`config.mk`:
```
export PLATFORM = sky130hd
export DESIGN_NAME = if_id
export DESIGN_NICKNAME = d
export VERILOG_FILES = /design/src/rtl/if_id_pkg.sv /design/src/rtl/if_id_fifo2.sv /design/src/rtl/if_id.sv
export SDC_FILE = /design/constraint.sdc
export NUM_CORES = 1
export LEC_CHECK = 0
export BUFFER_PORTS_ARGS = -buffer_cell sky130_fd_sc_hd__buf_2
export CAP_MARGIN = 20
export CORE_MARGIN = 2
export CORE_UTILIZATION = 49
export CTS_CLUSTER_SIZE = 25
export DETAILED_ROUTE_END_ITERATION = 6
export MAX_ROUTING_LAYER = met4
export PLACE_DENSITY = 0.76
export SYNTH_ARGS = -nofsm -noshare
export SYNTH_HDL_FRONTEND = slang
export SYNTH_SLANG_ARGS = --single-unit
```
`constraint.sdc`:
```
create_clock -name clk -period 1.6 [get_ports clk]
set_input_delay 0.32 -clock clk [delete_from_list [all_inputs] [get_ports clk]]
set_output_delay 0.32 -clock clk [all_outputs]
set_load 0.01 [all_outputs]
```
`src/rtl/if_id_pkg.sv`:
```
// -----------------------------------------------------------------------------
// if_id_pkg
// Shared bus widths and constants for the IF/ID pipeline buffer.
//   InstAddrBus / InstBus : instruction address / instruction word widths
//   ZeroWord              : value shown on out_pc when the buffer is empty
//   NopInst               : value shown on out_inst when the buffer is empty
//   IfIdDepth             : number of buffered fetch slots
// -----------------------------------------------------------------------------
package if_id_pkg;

   localparam int unsigned InstAddrBus = 32;
   localparam int unsigned InstBus     = 32;
   localparam int unsigned IfIdDepth   = 2;
   localparam int unsigned CntW        = 2;   // holds 0..IfIdDepth

   localparam logic [InstAddrBus-1:0] ZeroWord = '0;
   localparam logic [InstBus-1:0]     NopInst  = 32'h0000_0013;  // addi x0,x0,0

   localparam logic [CntW-1:0] CntFull  = CntW'(IfIdDepth);
   localparam logic [CntW-1:0] CntEmpty = '0;

endpackage : if_id_pkg

```
`src/rtl/if_id_fifo2.sv`:
```
// -----------------------------------------------------------------------------
// if_id_fifo2
// Two-entry in-order storage of {pc, inst} with 1-bit read/write pointers and
// an occupancy count. Push/pop arrive already qualified by the parent; flush
// has priority and clears pointers and count but leaves storage untouched.
// Ports:
//   clk, rst_n            : clock, asynchronous active-low reset
//   push_i, pop_i         : qualified write / read strobes
//   flush_i               : discard all entries
//   wr_pc_i, wr_inst_i    : entry written on push
//   rd_pc_o, rd_inst_o    : entry at the read pointer (raw storage)
//   count_o               : occupancy 0..2
// -----------------------------------------------------------------------------
module if_id_fifo2
   import if_id_pkg::*;
(
   input  logic                   clk,
   input  logic                   rst_n,
   input  logic                   push_i,
   input  logic                   pop_i,
   input  logic                   flush_i,
   input  logic [InstAddrBus-1:0] wr_pc_i,
   input  logic [InstBus-1:0]     wr_inst_i,
   output logic [InstAddrBus-1:0] rd_pc_o,
   output logic [InstBus-1:0]     rd_inst_o,
   output logic [CntW-1:0]        count_o
);

   logic [InstAddrBus-1:0] pc_q   [IfIdDepth];
   logic [InstBus-1:0]     inst_q [IfIdDepth];
   logic                   rptr_q, rptr_d;
   logic                   wptr_q, wptr_d;
   logic [CntW-1:0]        count_q, count_d;
   logic                   do_push, do_pop;

   assign do_push = push_i & ~flush_i;
   assign do_pop  = pop_i  & ~flush_i;

   always_comb begin
      rptr_d  = rptr_q;
      wptr_d  = wptr_q;
      count_d = count_q;
      if (flush_i) begin
         rptr_d  = 1'b0;
         wptr_d  = 1'b0;
         count_d = CntEmpty;
      end else begin
         // 1-bit pointers wrap 1->0 naturally on increment
         if (do_push) wptr_d = ~wptr_q;
         if (do_pop)  rptr_d = ~rptr_q;
         case ({do_push, do_pop})
            2'b10:   count_d = count_q + 1'b1;
            2'b01:   count_d = count_q - 1'b1;
            default: count_d = count_q;   // idle, or push+pop cancel out
         endcase
      end
   end

   always_ff @(posedge clk or negedge rst_n) begin
      if (!rst_n) begin
         rptr_q  <= 1'b0;
         wptr_q  <= 1'b0;
         count_q <= CntEmpty;
      end else begin
         rptr_q  <= rptr_d;
         wptr_q  <= wptr_d;
         count_q <= count_d;
      end
   end

   // Storage is only written by a push; flush deliberately does not touch it.
   always_ff @(posedge clk or negedge rst_n) begin
      if (!rst_n) begin
         for (int i = 0; i < IfIdDepth; i++) begin
            pc_q[i]   <= ZeroWord;
            inst_q[i] <= '0;
         end
      end else if (do_push) begin
         pc_q[wptr_q]   <= wr_pc_i;
         inst_q[wptr_q] <= wr_inst_i;
      end
   end

   assign rd_pc_o   = pc_q[rptr_q];
   assign rd_inst_o = inst_q[rptr_q];
   assign count_o   = count_q;

endmodule : if_id_fifo2

```
`src/rtl/if_id.sv`:
```
// -----------------------------------------------------------------------------
// if_id
// IF/ID pipeline buffer: a 2-deep FIFO between fetch and decode.
// Handshake: an entry moves on a rising edge when valid and ready are both
// high in the same cycle (push: in_valid & in_ready; pop: out_valid &
// id_ready). in_ready depends only on registered occupancy, never on id_ready
// or flush. flush wins over both push and pop on the same edge.
// Ports:
//   clk, rst                : clock, asynchronous active-low reset
//   in_valid, in_pc, in_inst: fetch slot from the fetch stage
//   in_ready                : buffer has room (fetch stalls PC when low)
//   flush                   : branch/jump redirect, drops all entries
//   id_ready                : decode consumes the head this cycle
//   out_valid, out_pc,
//   out_inst                : head entry; ZeroWord / NopInst when empty
//   bubble_cnt_o, flush_cnt_o (only with IF_ID_STATS_EN defined):
//                             saturating empty-cycle and flush-cycle counters
// Optional feature macro: IF_ID_STATS_EN
// -----------------------------------------------------------------------------
module if_id
   import if_id_pkg::*;
(
   input  logic                   clk,
   input  logic                   rst,
   input  logic                   in_valid,
   input  logic [InstAddrBus-1:0] in_pc,
   input  logic [InstBus-1:0]     in_inst,
   output logic                   in_ready,
   input  logic                   flush,
   input  logic                   id_ready,
   output logic                   out_valid,
   output logic [InstAddrBus-1:0] out_pc,
   output logic [InstBus-1:0]     out_inst
`ifdef IF_ID_STATS_EN
   ,
   output logic [31:0]            bubble_cnt_o,
   output logic [31:0]            flush_cnt_o
`endif
);

   logic [CntW-1:0]        count;
   logic [InstAddrBus-1:0] head_pc;
   logic [InstBus-1:0]     head_inst;
   logic                   push, pop;

   assign in_ready  = (count != CntFull);
   assign out_valid = (count != CntEmpty);

   assign push = in_valid  & in_ready & ~flush;
   assign pop  = out_valid & id_ready & ~flush;

   if_id_fifo2 u_fifo (
      .clk       (clk),
      .rst_n     (rst),
      .push_i    (push),
      .pop_i     (pop),
      .flush_i   (flush),
      .wr_pc_i   (in_pc),
      .wr_inst_i (in_inst),
      .rd_pc_o   (head_pc),
      .rd_inst_o (head_inst),
      .count_o   (count)
   );

   // Stale storage is masked so decode sees a NOP bubble when empty.
   assign out_pc   = out_valid ? head_pc   : ZeroWord;
   assign out_inst = out_valid ? head_inst : NopInst;

`ifdef IF_ID_STATS_EN
   logic [31:0] bubble_cnt_q, bubble_cnt_d;
   logic [31:0] flush_cnt_q,  flush_cnt_d;

   always_comb begin
      bubble_cnt_d = bubble_cnt_q;
      flush_cnt_d  = flush_cnt_q;
      if (!out_valid && !flush && (bubble_cnt_q != 32'hFFFF_FFFF))
         bubble_cnt_d = bubble_cnt_q + 32'd1;
      if (flush && (flush_cnt_q != 32'hFFFF_FFFF))
         flush_cnt_d = flush_cnt_q + 32'd1;
   end

   always_ff @(posedge clk or negedge rst) begin
      if (!rst) begin
         bubble_cnt_q <= '0;
         flush_cnt_q  <= '0;
      end else begin
         bubble_cnt_q <= bubble_cnt_d;
         flush_cnt_q  <= flush_cnt_d;
      end
   end

   assign bubble_cnt_o = bubble_cnt_q;
   assign flush_cnt_o  = flush_cnt_q;
`endif

endmodule : if_id

```
; Word level (Yosys, flattened, before mapping)
; Cells that the tools add are included.
; Widths: inputs -> output; s select.
[op_classes]
mux = 18
eq_ne = 3
magnitude_cmp = 3
reduce_logical = 5
bitwise_logic = 11
addsub = 2
[op_table]
columns = operator, count
row1 = $mux 32, 9
row2 = $bwmux 64, 2
row3 = $demux 32 s1, 1
row4 = $and 1x1->1, 6
row5 = $reduce_bool 2->1, 3
row6 = $ge 2x2->1 const B, 2
row7 = $mux 1, 4
row8 = $not 1->2, 2
row9 = $pmux 2 s2, 1
row10 = $not 1->1, 3
row11 = $reduce_bool 3->1, 1
row12 = $add 2x1->2 const B, 1
row13 = $eq 2x1->1 const B, 1
row14 = $eq 2x2->1 const B, 1
row15 = $lt 2x1->1 const B, 1
row16 = $mux 2, 1
row17 = $ne 2x2->1 const B, 1
row18 = $sub 2x1->2 const B, 1
row19 = $logic_and 1x1->1, 1
[word_totals]
elab_cells = 49
output_inout_bits = 66
register_bits = 132
in_bits = 69

; Logic depth before layout (Yosys ltp)
[logic_depth]
depth_word = 7
ltp_mapped = 6

; Modules after synthesis
; Synthesis repeated with hierarchy kept, for this count alone.
[hier_totals]
hier_cells = 434
area_unflattened_um2 = 6527.5
[modules_own_cells]
columns = module, seq_area_each_um2, area_each_um2, cells_each, instances
row1 = if_id_fifo2, 3303.2, 6033.3, 359, 1
row2 = if_id, 0.0, 494.2, 75, 1

; Least setup slack after synthesis
; OpenSTA, ideal clock, no wires.
[synth_timing]
path_kind = flip-flop to flip-flop
from = reg u_fifo.count_q[1] (netlist: u_fifo.count_o[1])
to = reg u_fifo.inst_q[32] in the netlist's numbering
path_stages_with_launch = 5
path_slack_ns = -0.135
t_arrival_ns = 1.609
required_ns = 1.475
path_cell_list = dfrtp_1 -> nor2b_2 -> nor4_4 -> buf_6 -> mux2_4
[synth_via]
elab_chain_len = 4
[synth_lines]
columns = element, line
row1 = from (decl), if_id_fifo2.sv:33  ; logic [CntW-1:0] count_q, count_d;
row2 = from (signal assigned), if_id_fifo2.sv:63  ; count_q <= CntEmpty;
row3 = from (signal assigned), if_id_fifo2.sv:67  ; count_q <= count_d;
row4 = $ne 2x2->1, if_id.sv:46  ; assign in_ready = (count != CntFull);
row5 = $and 1x1->1 (2 in a row), if_id.sv:49  ; assign push = in_valid & in_ready & ~flush;
row6 = $and 1x1->1, if_id_fifo2.sv:36  ; assign do_push = push_i & ~flush_i;
row7 = "to (signal, indexed assignment)", if_id_fifo2.sv:80  ; inst_q[wptr_q] <= wr_inst_i;
row8 = to (decl), if_id_fifo2.sv:30  ; logic [InstBus-1:0] inst_q [IfIdDepth];
; No other way between the ends.
; A chain may end at the register's enable or synchronous reset.

; Final worst setup path
[layout_timing]
from = reg u_fifo.rptr_q
to = out out_inst[0]
[layout_via]
elab_chain_len = 5
[layout_lines]
columns = element, line
row1 = from (decl), if_id_fifo2.sv:31  ; logic rptr_q, rptr_d;
row2 = from (signal assigned), if_id_fifo2.sv:65  ; rptr_q <= rptr_d;
row3 = $not 1->2 (implied by the code), if_id_fifo2.sv:85  ; assign rd_inst_o = inst_q[rptr_q];
row4 = $mux 32 (implied by the code) (3 in a row), if_id_fifo2.sv:85
row5 = $mux 32, if_id.sv:67  ; assign out_inst = out_valid ? head_inst : NopInst;
row6 = to (decl), if_id.sv:33  ; output logic [InstBus-1:0] out_inst
; No other way between the ends. The select of a mux whose other input is x is not followed.

==> run_results.csv <==
group,metric,value,unit
routing,wl_met2,8160,µm
floorplan,fp.dieArea,13500,µm²
grt,grt_pass1_wl,23000,µm
critical_path,worstSetupStartpointType,"flip-flop",
critical_path,timing.critical_path.cells,"buf_6, buf_8, mux2i_1, nand2_2, buf_6",
critical_path,timing.critical_path.required,1.28,ns
min_path,min-delay-path-class,"in2reg",
grt,grt_util_all_layers,23.3,%
critical_path,cpMostUsedCell,"buf_6",
timing,hold_viol_final,0,
timing,whs,0.141,ns
synth,synth_seq_cells,132,
clock_network,cts_htree_levels,4,
grt,grt_pass1_vias,4316,
finish,stdcell_area,9050,µm²
finish,finalNonFillerCells,815,
routing,total_vias_in_the_final_route,4327,
finish,layout.filler_cells,758,
critical_path,cp_slowest_cell,"dfrtp_4",
timing,setup_repair_after_global_routing_missed_its_margin,"yes",
placement,gpl.final_weighted_congestion,0.727,
finish,final_layout_size_suffix_gt1_share,61.8,%
critical_path,cpLargestDelayFamily,"flip-flops",
routing,detailed_route_drc_error_count,0,
timing,setup_slack,-0.377,ns
finish,layout.core_utilization,74.4,%
critical_path,worst-setup-path-type,"reg2out",
synth,syn-cell-area,6160,µm²
clock_network,worstSkewPairLatency,0.42,ns
placement,placed_cells,740,
timing,slew-limit-headroom,75.7,%
clock_network,cts_tree,"yes",
power_and_ir_drop,cellPowerDensity,1240,nW/µm²
floorplan,core_region_area,12200,µm²
placement,detailed_place.area,7260,µm²
critical_path,cp_data_arrival_time,1.66,ns
power_and_ir_drop,worst_ir_drop_vdd,0.000878,V
grt,globalRoute.totalOverflow,0,
synth,postSynthCellCount,437,
flow_run,max-cap-violations,0,
synth,synth.yosys.seq_area_share,53.6,%
timing,max_clock_freq,506,MHz
clock_network,clk_transition_reported_paths,0.06,ns
routing,wl,17200,µm
floorplan,initial_core_util,50.7,%
critical_path,timing.critical_path.fanout_max,5,
grt,grt_start_max_net_pins,56,
timing,tightestPinTransition,0.364,ns
placement,dp_hpwl,8850,µm
critical_path,worst-path-buf-inv,3,
synth,synth_area_leaders,"dfrtp_1 54%, mux2_4 15%, mux2_2 12%, mux2i_1 10%, nor2_1 4.0%",
floorplan,std_cell_rows,40,
finish,finalNetCount,703,
synth,synth.largest_area_cell,"dfrtp_1",
synth,synthDominantCellAreaShare,53.6,%
synth,yosysUniqueCellTypes,22,
clock_network,clock_tree.buffer_depth,2,
routing,top_layer_used,"met4",
routing,routed_wire_length_per_instance,21.1,µm
critical_path,worst_path_largest_cell_delay,0.51,ns
finish,antenna_cells_inserted,0,
power_and_ir_drop,power.leakage,4.42,nW
critical_path,end_kind,"primary output",
outcome,outcome,"finished with violations",
timing,setup_viol,194,
placement,placement.setup.worst_slack,-0.0298,ns
timing,final.setup_skew,0.00772,ns
timing,finalMaxSlewViolations,0,
placement,port_buffers,134,
floorplan,design.portCount,135,
outcome,violations,"setup timing",
clock_network,sink_count_of_the_clock_tree,132,
routing,drtAntennaViolNets,0,
finish,layout-area-overhead-vs-synth,46.8,%
routing,first_pass_drt_iterations,4,
routing,via_per_inst,5.31,
synth,synth.avg_cell_area,14.1,µm²
timing,layout_min_cycle_time,1.98,ns
routing,met1_length,7970,µm
grt,antenna_violations_before_repair,0,
clock_network,cts-buffers-inserted,17,
synth,mappedNetlistNets,506,
floorplan,die_h,116,µm
timing,final_min_period_over_clock_period,124,%
clock_network,cts_root_buffer,"clkbuf_16",
synth,ys.warnings.count,0,
floorplan,dieWidth,116,µm
routing,dr.first_iter.drc_count,218,
routing,dr_wl_met3,915,µm
[flip-flops by register name, indices dropped and copies added (netlist names)]
| register | count |
|---|---|
| u_fifo.inst_q | 64 |
| u_fifo.wptr_q | 1 |
| u_fifo.count_o | 2 |
| u_fifo.pc_q | 64 |
| u_fifo.rptr_q | 1 |
[power breakdown]
| part | internal (mW) | switching (mW) |
|---|---|---|
| combinational | 1.81 | 1.08 |
| sequential | 4.14 | 0.508 |
| clock | 2.28 | 1.43 |
| total | 8.22 | 3.02 |
[layout make-up]
type / count / area [µm²] / share of cell area [%]
flip-flops and latches: 132 / 3310 / 36.5
multi-input cells: 276 / 3020 / 33.4
repair buffers: 204 / 1930 / 21.3
clock buffers: 22 / 484 / 5.35
well taps: 168 / 210 / 2.32
clock inverters: 10 / 80.1 / 0.885
inverters: 3 / 16.3 / 0.180
[cells in the mapped netlist, drive strengths merged]
master    n
a21oi     2
a22oi     1
a31oi     1
buf      18
clkbuf    8
dfrtp   132
inv       3
mux2    128
mux2i    64
nand2     4
nand3     2
nand3b    1
nand4b    1
nor2     65
nor2b     1
nor4      1
o21ai     3
or3       1
xor2      1
[cells in the final DEF, fill, tap and decap left out, types with 2 or more instances in the layout]
cell type   count
clkbuf_16      33
buf_8           3
buf_16          5
nor2_1         44
nor2_4          8
mux2_4        115
buf_4          13
mux2i_2        10
buf_2         123
clkinvlp_4      2
dfrtp_1       131
mux2_2         13
buf_6          27
nand2_1         3
o21ai_0         3
mux2i_1        54
clkinv_2        7
nor2_2         13
clkbuf_8        4
a21oi_1         2
nand3_1         2
buf_12         16
[layer usage]
metal / track usage (%) / up-vias
met2: 34.6 / 140
li1: - / 1924
met1: 31.9 / 2251
met5: - / -
met3: 6.43 / 12
met4: 6.67 / 0
[logic make-up after synthesis]
kind of cell | count (synthesis) | share of synthesized area, %
xor+xnor | 1 | 0.142
buf+inv | 29 | 2.98
mux | 192 | 37.4
simple gates | 76 | 5.24
flops | 132 | 53.6
compound gates | 7 | 0.629
[timing repair]
item | in CTS | in global routing
gates cloned | 5 | 20
hold endpoints to repair | 23 | 0
setup buffers | 11 | 13
endpoints found under the setup margin | 87 | 194
pin swaps | 1 | 16
hold buffers | 1 | 0
resized for setup | 54 | 86
[worst paths after layout]
kind / start / end / slack [ns] / cells after the start
worst min-delay path: in_pc[23] / u_fifo.pc_q[55] / 0.14 / 2
max in group asynchronous: rst / u_fifo.rptr_q / 0.59 / 3
worst max-delay path: u_fifo.rptr_q / out_inst[0] / -0.38 / 5
worst max register to register: u_fifo.count_o[1] / u_fifo.pc_q[18] / -0.22 / 8
min in group asynchronous: rst / u_fifo.pc_q[2] / 0.37 / 2
worst min register to register: u_fifo.inst_q[5] / u_fifo.inst_q[5] / 0.50 / 1
[worst reg2reg max path, cell delays in order (launching register included)]
cell	delay [ns]
dfrtp_1	0.40
buf_6	0.12
nor2b_4	0.12
inv_2	0.06
nand4b_1	0.19
buf_4	0.21
buf_8	0.14
clkbuf_16	0.17
mux2_4	0.29
[per-stage QoR]
stage                     power (mW)  TNS [ns]
final                           11.2    -40.50
after global routing            11.7    -48.69
after CTS                       10.8    -33.33
after detailed placement        6.77    -0.750
after global placement          6.64    -0.760
after floorplan                 6.00     -5.86
(Power assumes the default switching activity.)
